`config.mk`:
```
export PLATFORM = sky130hd
export DESIGN_NAME = matmul_seq_flat
export DESIGN_NICKNAME = d
export VERILOG_FILES = /design/src/rtl/matmul_seq_if.sv /design/src/rtl/matmul_seq.sv /design/src/flat_wrapper.sv
export SDC_FILE = /design/constraint.sdc
export NUM_CORES = 1
export LEC_CHECK = 0
export BUFFER_PORTS_ARGS = -buffer_cell sky130_fd_sc_hd__buf_4
export CAP_MARGIN = 20
export CORE_MARGIN = 2
export CORE_UTILIZATION = 44
export DETAILED_ROUTE_END_ITERATION = 10
export PLACE_DENSITY = 0.59
export SLEW_MARGIN = 20
export SYNTH_ARGS = -nofsm -noshare
export SYNTH_HDL_FRONTEND = slang
export SYNTH_SLANG_ARGS = --single-unit
export TNS_END_PERCENT = 20
```
`constraint.sdc`:
```
create_clock -name CLK -period 4.9 [get_ports CLK]
set_input_delay 0.49 -clock CLK [delete_from_list [all_inputs] [get_ports CLK]]
set_output_delay 0.49 -clock CLK [all_outputs]
set_load 0.01 [all_outputs]
```
`src/rtl/matmul_seq_if.sv`:
```
// Control and RAM-port bundle for matmul_seq: start/dim handshake, A/B read ports, C write port.
interface matmul_seq_if #(
  parameter int DW = 32,
  parameter int AW = 12
);
  logic          start;
  logic [5:0]    dim_m1;
  logic          busy;
  logic          done;
  logic          rd_en;
  logic [AW-1:0] a_addr;
  logic [AW-1:0] b_addr;
  logic [DW-1:0] a_data;
  logic [DW-1:0] b_data;
  logic          c_we;
  logic [AW-1:0] c_addr;
  logic [DW-1:0] c_data;

  modport master (
    input  start, dim_m1, a_data, b_data,
    output busy, done, rd_en, a_addr, b_addr, c_we, c_addr, c_data
  );

  modport slave (
    output start, dim_m1, a_data, b_data,
    input  busy, done, rd_en, a_addr, b_addr, c_we, c_addr, c_data
  );
endinterface

```
`src/rtl/matmul_seq.sv`:
```
// Sequential N x N matrix multiply, one MAC per cycle: C = A x B over 64x64 row-major RAMs.
module matmul_seq #(
  parameter int DW = 32,
  parameter int AW = 12
) (
  input  logic         CLK,
  input  logic         RST_L,
  matmul_seq_if.master bus
);
  typedef enum logic [1:0] {IDLE, RUN, DRAIN, DONE} state_t;

  typedef struct packed {
    logic        first;
    logic        last;
    logic [11:0] ij;
  } tag_t;

  state_t        state, state_nxt;
  logic [5:0]    dim, i, j, k;
  logic          i_end, j_end, k_end, issue;
  logic          vld_d;
  tag_t          tag_d;
  logic [DW-1:0] acc, prod, acc_nxt;
  logic          c_we_q;
  logic [AW-1:0] c_addr_q;
  logic [DW-1:0] c_data_q;

  assign i_end = (i == dim);
  assign j_end = (j == dim);
  assign k_end = (k == dim);
  assign issue = (state == RUN);

  always_ff @(posedge CLK or negedge RST_L) begin
    if (!RST_L) state <= IDLE;
    else        state <= state_nxt;
  end

  // DRAIN ends once the final write is on the port and no read data is in flight.
  always_comb begin
    state_nxt = state;
    case (state)
      IDLE:    if (bus.start) state_nxt = RUN;
      RUN:     if (i_end && j_end && k_end) state_nxt = DRAIN;
      DRAIN:   if (c_we_q && !vld_d) state_nxt = DONE;
      DONE:    state_nxt = IDLE;
      default: state_nxt = IDLE;
    endcase
  end

  // k innermost, j middle, i outermost; all wrap together on the final issue.
  always_ff @(posedge CLK or negedge RST_L) begin
    if (!RST_L) begin
      dim <= '0;
      i   <= '0;
      j   <= '0;
      k   <= '0;
    end else if (state == IDLE && bus.start) begin
      dim <= bus.dim_m1;
      i   <= '0;
      j   <= '0;
      k   <= '0;
    end else if (issue) begin
      if (k_end) begin
        k <= '0;
        if (j_end) begin
          j <= '0;
          i <= i_end ? 6'd0 : i + 6'd1;
        end else begin
          j <= j + 6'd1;
        end
      end else begin
        k <= k + 6'd1;
      end
    end
  end

  always_ff @(posedge CLK or negedge RST_L) begin
    if (!RST_L) begin
      vld_d <= 1'b0;
      tag_d <= '0;
    end else begin
      vld_d <= issue;
      tag_d <= '{first: (k == 6'd0), last: k_end, ij: {i, j}};
    end
  end

  assign prod    = bus.a_data * bus.b_data;
  assign acc_nxt = tag_d.first ? prod : acc + prod;

  always_ff @(posedge CLK or negedge RST_L) begin
    if (!RST_L) begin
      acc      <= '0;
      c_we_q   <= 1'b0;
      c_addr_q <= '0;
      c_data_q <= '0;
    end else begin
      c_we_q <= vld_d && tag_d.last;
      if (vld_d) acc <= acc_nxt;
      if (vld_d && tag_d.last) begin
        c_addr_q <= AW'(tag_d.ij);
        c_data_q <= acc_nxt;
      end
    end
  end

  assign bus.busy   = (state == RUN) || (state == DRAIN);
  assign bus.done   = (state == DONE);
  assign bus.rd_en  = issue;
  assign bus.a_addr = AW'({i, k});
  assign bus.b_addr = AW'({k, j});
  assign bus.c_we   = c_we_q;
  assign bus.c_addr = c_addr_q;
  assign bus.c_data = c_data_q;
endmodule

```
`src/flat_wrapper.sv`:
```
// flat-port wrapper written by rule: the top's interface ports become plain ports
module matmul_seq_flat 
#(
  parameter int DW = 32,
  parameter int AW = 12
)
  (CLK, RST_L, bus_start, bus_dim_m1, bus_a_data, bus_b_data, bus_busy, bus_done, bus_rd_en, bus_a_addr, bus_b_addr, bus_c_we, bus_c_addr, bus_c_data);
  matmul_seq_if #(.DW(DW), .AW(AW)) bus_i ();
  input  logic CLK;
  input  logic RST_L;
  input wire logic [$bits(bus_i.start)-1:0] bus_start;
  input wire logic [$bits(bus_i.dim_m1)-1:0] bus_dim_m1;
  input wire logic [$bits(bus_i.a_data)-1:0] bus_a_data;
  input wire logic [$bits(bus_i.b_data)-1:0] bus_b_data;
  output wire logic [$bits(bus_i.busy)-1:0] bus_busy;
  output wire logic [$bits(bus_i.done)-1:0] bus_done;
  output wire logic [$bits(bus_i.rd_en)-1:0] bus_rd_en;
  output wire logic [$bits(bus_i.a_addr)-1:0] bus_a_addr;
  output wire logic [$bits(bus_i.b_addr)-1:0] bus_b_addr;
  output wire logic [$bits(bus_i.c_we)-1:0] bus_c_we;
  output wire logic [$bits(bus_i.c_addr)-1:0] bus_c_addr;
  output wire logic [$bits(bus_i.c_data)-1:0] bus_c_data;
  assign bus_i.start = bus_start;
  assign bus_i.dim_m1 = bus_dim_m1;
  assign bus_i.a_data = bus_a_data;
  assign bus_i.b_data = bus_b_data;
  assign bus_busy = bus_i.busy;
  assign bus_done = bus_i.done;
  assign bus_rd_en = bus_i.rd_en;
  assign bus_a_addr = bus_i.a_addr;
  assign bus_b_addr = bus_i.b_addr;
  assign bus_c_we = bus_i.c_we;
  assign bus_c_addr = bus_i.c_addr;
  assign bus_c_data = bus_i.c_data;
  matmul_seq #(.DW(DW), .AW(AW)) u_core (.CLK(CLK), .RST_L(RST_L), .bus(bus_i));
endmodule
```
==> results of run 1 <==
## worst max path at each step
| stage | endpoint | slack, ns | cells past startpoint |
|---|---|---|---|
| floorplan | u_core.acc[31]$_DFFE_PN0P_ | -3.43 | 35 |
| global placement | u_core.acc[24]$_DFFE_PN0P_ | -3.95 | 30 |
| detailed placement | u_core.acc[24]$_DFFE_PN0P_ | -4.03 | 30 |
| CTS | u_core.bus.c_data[31]$_DFFE_PN0P_ | -3.24 | 33 |
| global route | u_core.bus.c_data[31]$_DFFE_PN0P_ | -3.53 | 36 |
| finish | u_core.bus.c_data[31]$_DFFE_PN0P_ | -3.25 | 33 |
## critical path, delay by kind of cell
family / cells / cell delay (ns)
XOR/XNOR: 1 / 0.24
AND/OR/NAND/NOR: 4 / 0.58
multiplexers: 1 / 0.16
AO/OA/AOI/OAI: 12 / 2.03
adder cells (fa/ha/maj): 10 / 4.61
buffers and inverters: 5 / 0.37
## layer usage
layer | part of all wire, % | up-vias | global-route usage (%)
met1 | 46 | 9203 | 35.83
li1 | - | 8498 | -
met4 | 1.7 | 0 | 5.282
met3 | 4.8 | 64 | 2.829
met5 | 0 | - | 0
met2 | 47 | 447 | 40.92
## layout make-up
| cell class | instances | share of cell area (%) |
|---|---|---|
| Timing Repair Buffer | 496 | 13.97 |
| Tap cell | 672 | 2.948 |
| Inverter | 421 | 5.541 |
| Clock inverter | 12 | 0.4563 |
| Antenna cell | 1 | 0.008774 |
| Sequential cell | 118 | 10.36 |
| Multi-Input combinational cell | 1850 | 65.18 |
| Clock buffer | 20 | 1.531 |
## synthesized netlist by cell type (6+ instances only)
cell type	n
a211oi_1	8
a21o_1	29
a21oi_1	80
a31oi_1	14
and2_1	284
and3_1	12
buf_4	6
clkbuf_1	114
dfrtp_1	118
fa_1	409
ha_1	165
inv_1	421
mux2i_1	15
nand2_1	375
nand2b_1	8
nand3_1	21
nand4_1	9
nor2_1	89
nor3_1	15
o21a_1	16
o21ai_0	66
o21ai_1	12
o21bai_1	8
o31ai_1	7
xnor2_1	92
xor2_1	29
## what timing repair did
action | in CTS | in global routing
hold buffers | 1 | 0
endpoints found under the setup margin | 52 | 52
gates resized for setup | 119 | 123
pin swaps | 89 | 72
setup buffers | 11 | 10
cloned | 0 | 0
hold endpoints to repair | 20 | 0
## cell families (layout without fill, tap and decap cells)
group | Yosys count | in the layout
simple gates | 849 | 849
compound gates | 288 | 288
fa+ha+maj | 574 | 574
other cells | 0 | 1
xor+xnor | 122 | 122
buf+inv | 544 | 949
mux | 17 | 17
flops | 118 | 118
## through the flow
| step | TNS [ns] | cell area, um2 | utilization [%] | hold WS (ns) | worst slack (ns) |
|---|---|---|---|---|---|
| final | -116.92 | 28520 | 56.61 | 0.2566 | -3.248 |
| after global routing | -129.57 | 28520 | 56.61 | 0.2535 | -3.528 |
| after CTS | -116.40 | 27920 | 55.42 | 0.2332 | -3.243 |
| after detailed placement | -158.14 | 26630 | 52.86 | 0.3901 | -4.028 |
| after global placement | -156.13 | 26630 | 52.86 | 0.3895 | -3.947 |
| after floorplan | -120.22 | 22700 | - | 0.1944 | -3.427 |
## sequential cells by signal, indices dropped and copies added, names as in the netlist
signal / flops
u_core.k: 6
u_core.acc: 32
u_core.tag_d: 14
u_core.i: 6
u_core.state: 2
u_core.bus.c_we: 1
u_core.bus.c_addr: 12
u_core.vld_d: 1
u_core.dim: 6
u_core.j: 6
u_core.bus.c_data: 32
==> results.json, run 1 <==
{
  "outcome": "finished, violations left",
  "violations": "negative setup slack",
  "crit_path_start_kind": "input port",
  "syn2layout_area_growth_pct": 26.47,
  "hold_depth": 3,
  "cts_buffers": 17,
  "layout_setup_ws_ns": -3.248,
  "hold_viol_final": 0,
  "setup_viol": 50,
  "synthFlopType": "dfrtp_1",
  "dp_hpwl_um": 53590,
  "layout-drive-gt1-share_pct": 25.27,
  "core_um2": 50380,
  "insertion_delay_ns": 0.43,
  "placed_cells": 3536,
  "place.gp.congestion": 0.8932,
  "hold_end": "u_core.dim[3]$_DFFE_PN0P_",
  "synth-simple-area-share_pct": 18.48,
  "finalMaxSlewViolations": 0,
  "wl_per_cell_um": 17.69,
  "grt_overflow": 0,
  "synth_top_family_by_area": "adder cells",
  "async_reset_ff_share_pct": 100.0,
  "layout.cells.non_filler": 3590,
  "cts.htree.levels": 4,
  "seq_area_frac_synth_pct": 13.09,
  "setup.worst_path.start": "bus_a_data[13]",
  "multiInputGateArea_um2": 18590,
  "start_util_pct": 44.76,
  "regArea_um2": 2954,
  "r2r-start": "u_core.acc[0]$_DFFE_PN0P_",
  "worst_pin_slew_ns": 0.8150,
  "detail-route-antenna-nets": 0,
  "nets": 3551,
  "synth-edff-count": 0,
  "criticalPathCategory": "in2reg",
  "critical_path_peak_fanout": 7,
  "synth-compound-area-share_pct": 8.212,
  "slew_headroom_pct": 45.66,
  "yosysUniqueCellTypes": 78,
  "synthCells": 2512,
  "rrSetupSlack_ns": 1.84,
  "antenna_found_initial": 1,
  "port_buffers": 144,
  "die_area_um2": 53080,
  "dr_total_vias": 18212,
  "ios": 145,
  "cp-end-kind": "flip-flop",
  "cts_buffer_depth": 2,
  "syn_nets": 3159,
  "r2r_cells": 13,
  "max_freq_ghz": 0.1227,
  "grt_pass1_vias": 19660,
  "first_pass_iters": 5,
  "required_ns": 5.24,
  "synthAdderAreaFrac_pct": 45.46,
  "final_cell_mix": "buf_4, inv_1, fa_1",
  "grt_pass1_wl_um": 105400,
  "synth_top_cell_by_area": "fa_1",
  "fin_worst_skew_ns": 0.01401,
  "critPathArrivalTime_ns": 8.49,
  "netlist.area_leader.share_pct": 36.31,
  "root_buffer": "clkbuf_16",
  "route.detailed.drc": 0,
  "cts.sinks": 118,
  "die_h_um": 230.4,
  "cap_violations": 0,
  "die_width_um": 230.4,
  "yosys-mux-area-fraction_pct": 0.7657,
  "fillCellCount": 4562,
  "critPathSlowestCell": "fa_1",
  "rows": 82,
  "timing.rr.end": "u_core.bus.c_data[22]$_DFFE_PN0P_",
  "ys_ff_latch": 118,
  "path_common_cell": "fa_1",
  "yosys_warnings": 0,
  "crit_path_max_incr_delay_ns": 0.56,
  "synth_area_leaders": "fa_1, dfrtp_1, ha_1",
  "rsz0062_at_grt": "true",
  "first_iter_violations": 1002,
  "worstHoldStart": "bus_dim_m1[3]",
  "wirelength_um": 63510,
  "synth_area_um2": 22550,
  "layout_min_cycle_time_ns": 8.148,
  "fin_crit_sh_pct": 166.3,
  "grt_use_total_pct": 24.97,
  "synth_xor_area_share_pct": 4.799,
  "hold_path_class": "in2reg",
  "grt_max_degree": 70,
  "cts.clk_slew.worst_paths_ns": 0.06,
  "cts_tree": "yes",
  "avgSynthCellArea_um2": 8.977,
  "viasPerCell": 5.073,
  "layout_commonest_cell": "buf_4"
}
Power of run 1 is not shown: default switching activity piles up to over one toggle a cycle in this logic, so the estimate is an artifact.
==> run 2: changes to the inputs <==
BUFFER_PORTS_ARGS = -buffer_cell sky130_fd_sc_hd__buf_2   (was -buffer_cell sky130_fd_sc_hd__buf_4)
==> results.json, run 2 (synthesis gave the netlist of run 1 again) <==
{
  "nets": 3564,
  "highest_layer": "met5",
  "critPathArrivalTime_ns": 8.58,
  "cp-end-kind": "flip-flop",
  "hold_buffers": 0,
  "criticalPathCategory": "in2reg",
  "cts_buffers": 17,
  "rows": 82,
  "hold_viol_final": 0,
  "path_common_cell": "fa_2",
  "rsz0062_at_grt": "true",
  "dp_hpwl_um": 54100,
  "port_buffers": 144,
  "wl_met2_um": 30120,
  "dr_total_vias": 18250,
  "wirelength_um": 63850,
  "crit_buf_inv": 4,
  "violations": "negative setup slack",
  "whs_ns": 0.1110,
  "wl_met1_um": 28250,
  "route.detailed.drc": 0,
  "slew_headroom_pct": 46.59,
  "ios": 145,
  "route.met3.wl_um": 4069,
  "worst_pin_slew_ns": 0.8011,
  "max_freq_ghz": 0.1215,
  "layout_min_cycle_time_ns": 8.228,
  "crit_path_start_kind": "input port",
  "place.gp.congestion": 0.9240,
  "setup_viol": 50,
  "grt_max_degree": 70,
  "grt_overflow": 0,
  "grt_pass1_vias": 20080,
  "layout_commonest_cell": "inv_1",
  "die_area_um2": 53080,
  "root_buffer": "clkbuf_16",
  "fin_worst_skew_ns": 0.008215,
  "hold_path_class": "in2async",
  "final_cell_mix": "inv_1, fa_1, nand2_1",
  "cts.htree.levels": 4,
  "core_um2": 50380,
  "die_width_um": 230.4,
  "wl_per_cell_um": 17.73,
  "critPathTopFamily": "adder cells",
  "cts.sinks": 118,
  "cts_tree": "yes",
  "layout_setup_ws_ns": -3.328,
  "start_util_pct": 44.76,
  "cap_violations": 0,
  "first_pass_iters": 6,
  "crit_path_max_incr_delay_ns": 0.57,
  "fin_crit_sh_pct": 167.9,
  "grt_use_total_pct": 25.25,
  "fillCellCount": 4479,
  "cts_buffer_depth": 2,
  "required_ns": 5.26,
  "utilization_pct": 56.38,
  "die_h_um": 230.4,
  "grt_pass1_wl_um": 106000,
  "antenna_found_initial": 2,
  "first_iter_violations": 854,
  "syn2layout_area_growth_pct": 25.95,
  "insertion_delay_ns": 0.44,
  "outcome": "finished, violations left",
  "finalMaxSlewViolations": 0,
  "post-place-ws_ns": -4.030,
  "layout-drive-gt1-share_pct": 25.40,
  "cts.clk_slew.worst_paths_ns": 0.06,
  "detail-route-antenna-nets": 0,
  "critPathSlowestCell": "fa_2",
  "viasPerCell": 5.067,
  "critical_path_peak_fanout": 8
}
-- run 2: cell type report --
class                           instances  area [um2]  share of cell area [%]
Inverter                              421        1583                   5.573
Clock buffer                           20       446.7                   1.573
Antenna cell                            1       2.502                0.008811
Timing Repair Buffer                  509        3845                   13.54
Multi-Input combinational cell       1850       18510                   65.17
Tap cell                              672       840.8                   2.960
Clock inverter                         11       221.5                  0.7797
Sequential cell                       118        2954                   10.40
-- run 2: layer usage --
| layer | global-route usage, % | vias up |
|---|---|---|
| met2 | 41.11 | 470 |
| met4 | 6.331 | 4 |
| met5 | 0 | - |
| met1 | 34.88 | 9177 |
| met3 | 4.681 | 78 |
| li1 | - | 8521 |
-- run 2: what timing repair did --
| action | in CTS | in global routing |
|---|---|---|
| setup buffers | 21 | 9 |
| cloned | 0 | 1 |
| gates resized for setup | 215 | 80 |
| pin swaps | 134 | 81 |
| hold endpoints to repair | 0 | 0 |
| endpoints found under the setup margin | 52 | 52 |
-- run 2: metrics by stage --
| step | cell area [um2] | std cells | TNS (ns) |
|---|---|---|---|
| after CTS | 27950 | 3591 | -115.45 |
| after floorplan | 22700 | 2512 | -120.22 |
| after global placement | 26290 | 3540 | -155.02 |
| after global routing | 28400 | 3601 | -128.55 |
| final | 28400 | 3602 | -116.77 |
| after detailed placement | 26290 | 3540 | -157.17 |
-- run 2: path summary, 6_finish.rpt --
| kind | start | cells after the start | slack [ns] | end |
|---|---|---|---|---|
| min reg2reg | u_core.tag_d[11]$_DFF_PN0_ | 2 | 0.44 | u_core.bus.c_addr[11]$_DFFE_PN0P_ |
| max | bus_a_data[14] | 32 | -3.33 | u_core.bus.c_data[31]$_DFFE_PN0P_ |
| min in group CLK | bus_dim_m1[3] | 3 | 0.25 | u_core.dim[3]$_DFFE_PN0P_ |
| max in group asynchronous | RST_L | 2 | 3.66 | u_core.acc[5]$_DFFE_PN0P_ |
| min | RST_L | 1 | 0.11 | u_core.i[4]$_DFFE_PN0P_ |
| max reg2reg | u_core.acc[0]$_DFFE_PN0P_ | 12 | 1.85 | u_core.acc[22]$_DFFE_PN0P_ |
Power of run 2 is left out for the same reason.
==> run 3: changes to the inputs <==
CTS_BUF_LIST = sky130_fd_sc_hd__clkbuf_4 sky130_fd_sc_hd__clkbuf_8   (was unset)
==> results.json, run 3 (synthesis gave the netlist of run 1 again) <==
{
  "final_cell_mix": "inv_1, fa_1, nand2_1",
  "syn2layout_area_growth_pct": 25.25,
  "grt_max_degree": 70,
  "grt_pass1_wl_um": 106400,
  "slew_headroom_pct": 46.35,
  "finalMaxSlewViolations": 0,
  "start_util_pct": 44.76,
  "fillCellCount": 4503,
  "first_iter_violations": 912,
  "ios": 145,
  "cap_violations": 0,
  "post-place-ws_ns": -4.030,
  "outcome": "finished, violations left",
  "cp-end-kind": "flip-flop",
  "layout-drive-gt1-share_pct": 25.60,
  "hold_viol_final": 0,
  "wl_per_cell_um": 17.80,
  "rrSetupSlack_ns": 1.85,
  "layout_commonest_cell": "inv_1",
  "regArea_um2": 2954,
  "setup_viol": 50,
  "timing.rr.end": "u_core.acc[22]$_DFFE_PN0P_",
  "r2r_cells": 12,
  "route.detailed.drc": 0,
  "wirelength_um": 64190,
  "place.gp.congestion": 0.9240,
  "worst_pin_slew_ns": 0.8048,
  "critical_path_peak_fanout": 8,
  "r2r-start": "u_core.acc[0]$_DFFE_PN0P_",
  "die_width_um": 230.4,
  "dp_hpwl_um": 54100,
  "viasPerCell": 5.082,
  "detail-route-antenna-nets": 0,
  "cts_tree": "yes",
  "first_pass_iters": 6,
  "path_common_cell": "inv_2",
  "nets": 3569,
  "layout_min_cycle_time_ns": 8.207,
  "violations": "negative setup slack",
  "dr_total_vias": 18332,
  "rsz0062_at_grt": "true",
  "die_area_um2": 53080,
  "cts_buffers": 17,
  "fin_crit_sh_pct": 167.5,
  "cts_buffer_depth": 2,
  "die_h_um": 230.4,
  "grt_overflow": 0,
  "required_ns": 5.23,
  "critPathArrivalTime_ns": 8.53,
  "grt_pass1_vias": 20148,
  "multiInputGateArea_um2": 18470,
  "cts.sinks": 118,
  "port_buffers": 144,
  "utilization_pct": 56.07,
  "crit_path_start_kind": "input port",
  "cts.htree.levels": 4,
  "criticalPathCategory": "in2reg",
  "root_buffer": "clkbuf_8",
  "fin_worst_skew_ns": 0.01562,
  "antenna_found_initial": 2,
  "hold_path_class": "in2async",
  "critPathSlowestCell": "fa_2",
  "grt_use_total_pct": 25.37,
  "layout_setup_ws_ns": -3.307,
  "insertion_delay_ns": 0.47,
  "crit_path_max_incr_delay_ns": 0.58,
  "max_freq_ghz": 0.1219,
  "cts.clk_slew.worst_paths_ns": 0.08,
  "rows": 82,
  "core_um2": 50380
}
## run 3: cell count changes in the layout (fill, tap and decap cells not counted), moves of 3 or more
| cell | delta |
|---|---|
| clkbuf_16 | -17 |
| buf_4 | +3 |
| clkbuf_4 | +3 |
| clkbuf_8 | +17 |
## run 3: area by class of cell
| type | count | share of cell area [%] |
|---|---|---|
| Sequential cell | 118 | 10.46 |
| Timing Repair Buffer | 514 | 13.84 |
| Antenna cell | 1 | 0.008860 |
| Multi-Input combinational cell | 1850 | 65.40 |
| Tap cell | 672 | 2.977 |
| Clock inverter | 11 | 0.7841 |
| Clock buffer | 20 | 0.9303 |
| Inverter | 421 | 5.595 |
## run 3: what timing repair did
action,4_1_cts,5_1_grt
hold endpoints to repair,0,0
resized for setup,232,63
pin swaps,145,51
gates cloned,1,1
setup endpoints to repair,52,52
setup buffers,24,12
hold buffers,0,0
## run 3: how the worst max path moves through the flow
stage	startpoint	end	slack, ns	depth (start not counted)
5_1_grt	bus_b_data[2]	u_core.acc[24]$_DFFE_PN0P_	-3.53	32
4_1_cts	bus_a_data[8]	u_core.acc[24]$_DFFE_PN0P_	-3.17	30
3_3_place_gp	bus_b_data[2]	u_core.acc[31]$_DFFE_PN0P_	-3.95	30
2_1_floorplan	bus_b_data[12]	u_core.acc[31]$_DFFE_PN0P_	-3.43	35
6_report	bus_b_data[2]	u_core.acc[24]$_DFFE_PN0P_	-3.31	32
3_5_place_dp	bus_b_data[2]	u_core.bus.c_data[31]$_DFFE_PN0P_	-4.03	30
## run 3: per-layer routing
| layer | routed length, um | up-vias | track usage, % |
|---|---|---|---|
| li1 | - | 8526 | - |
| met1 | 28400 | 9247 | 34.79 |
| met2 | 30300 | 463 | 41.53 |
| met3 | 3865 | 92 | 4.743 |
| met4 | 1592 | 4 | 6.512 |
| met5 | 26 | - | 0 |
## run 3: stage by stage
step           cell area [um2]  hold WS (ns)  TNS, ns  instances
6_report                 28240       0.07425  -119.29       3607
5_1_grt                  28240        0.1032  -130.68       3606
4_1_cts                  27870       0.07525  -115.73       3595
3_5_place_dp             26290        0.4273  -157.17       3540
3_3_place_gp             26290        0.4248  -155.02       3540
2_1_floorplan            22700        0.1944  -120.22       2512
## run 3: critical path, delay by kind of cell
family / cells / cell delay [ns]
buf+inv: 6 / 0.44
compound gates: 11 / 2.30
xor+xnor: 1 / 0.20
simple gates: 4 / 1.06
fa+ha+maj: 10 / 4.05
Power of run 3 is left out for the same reason.
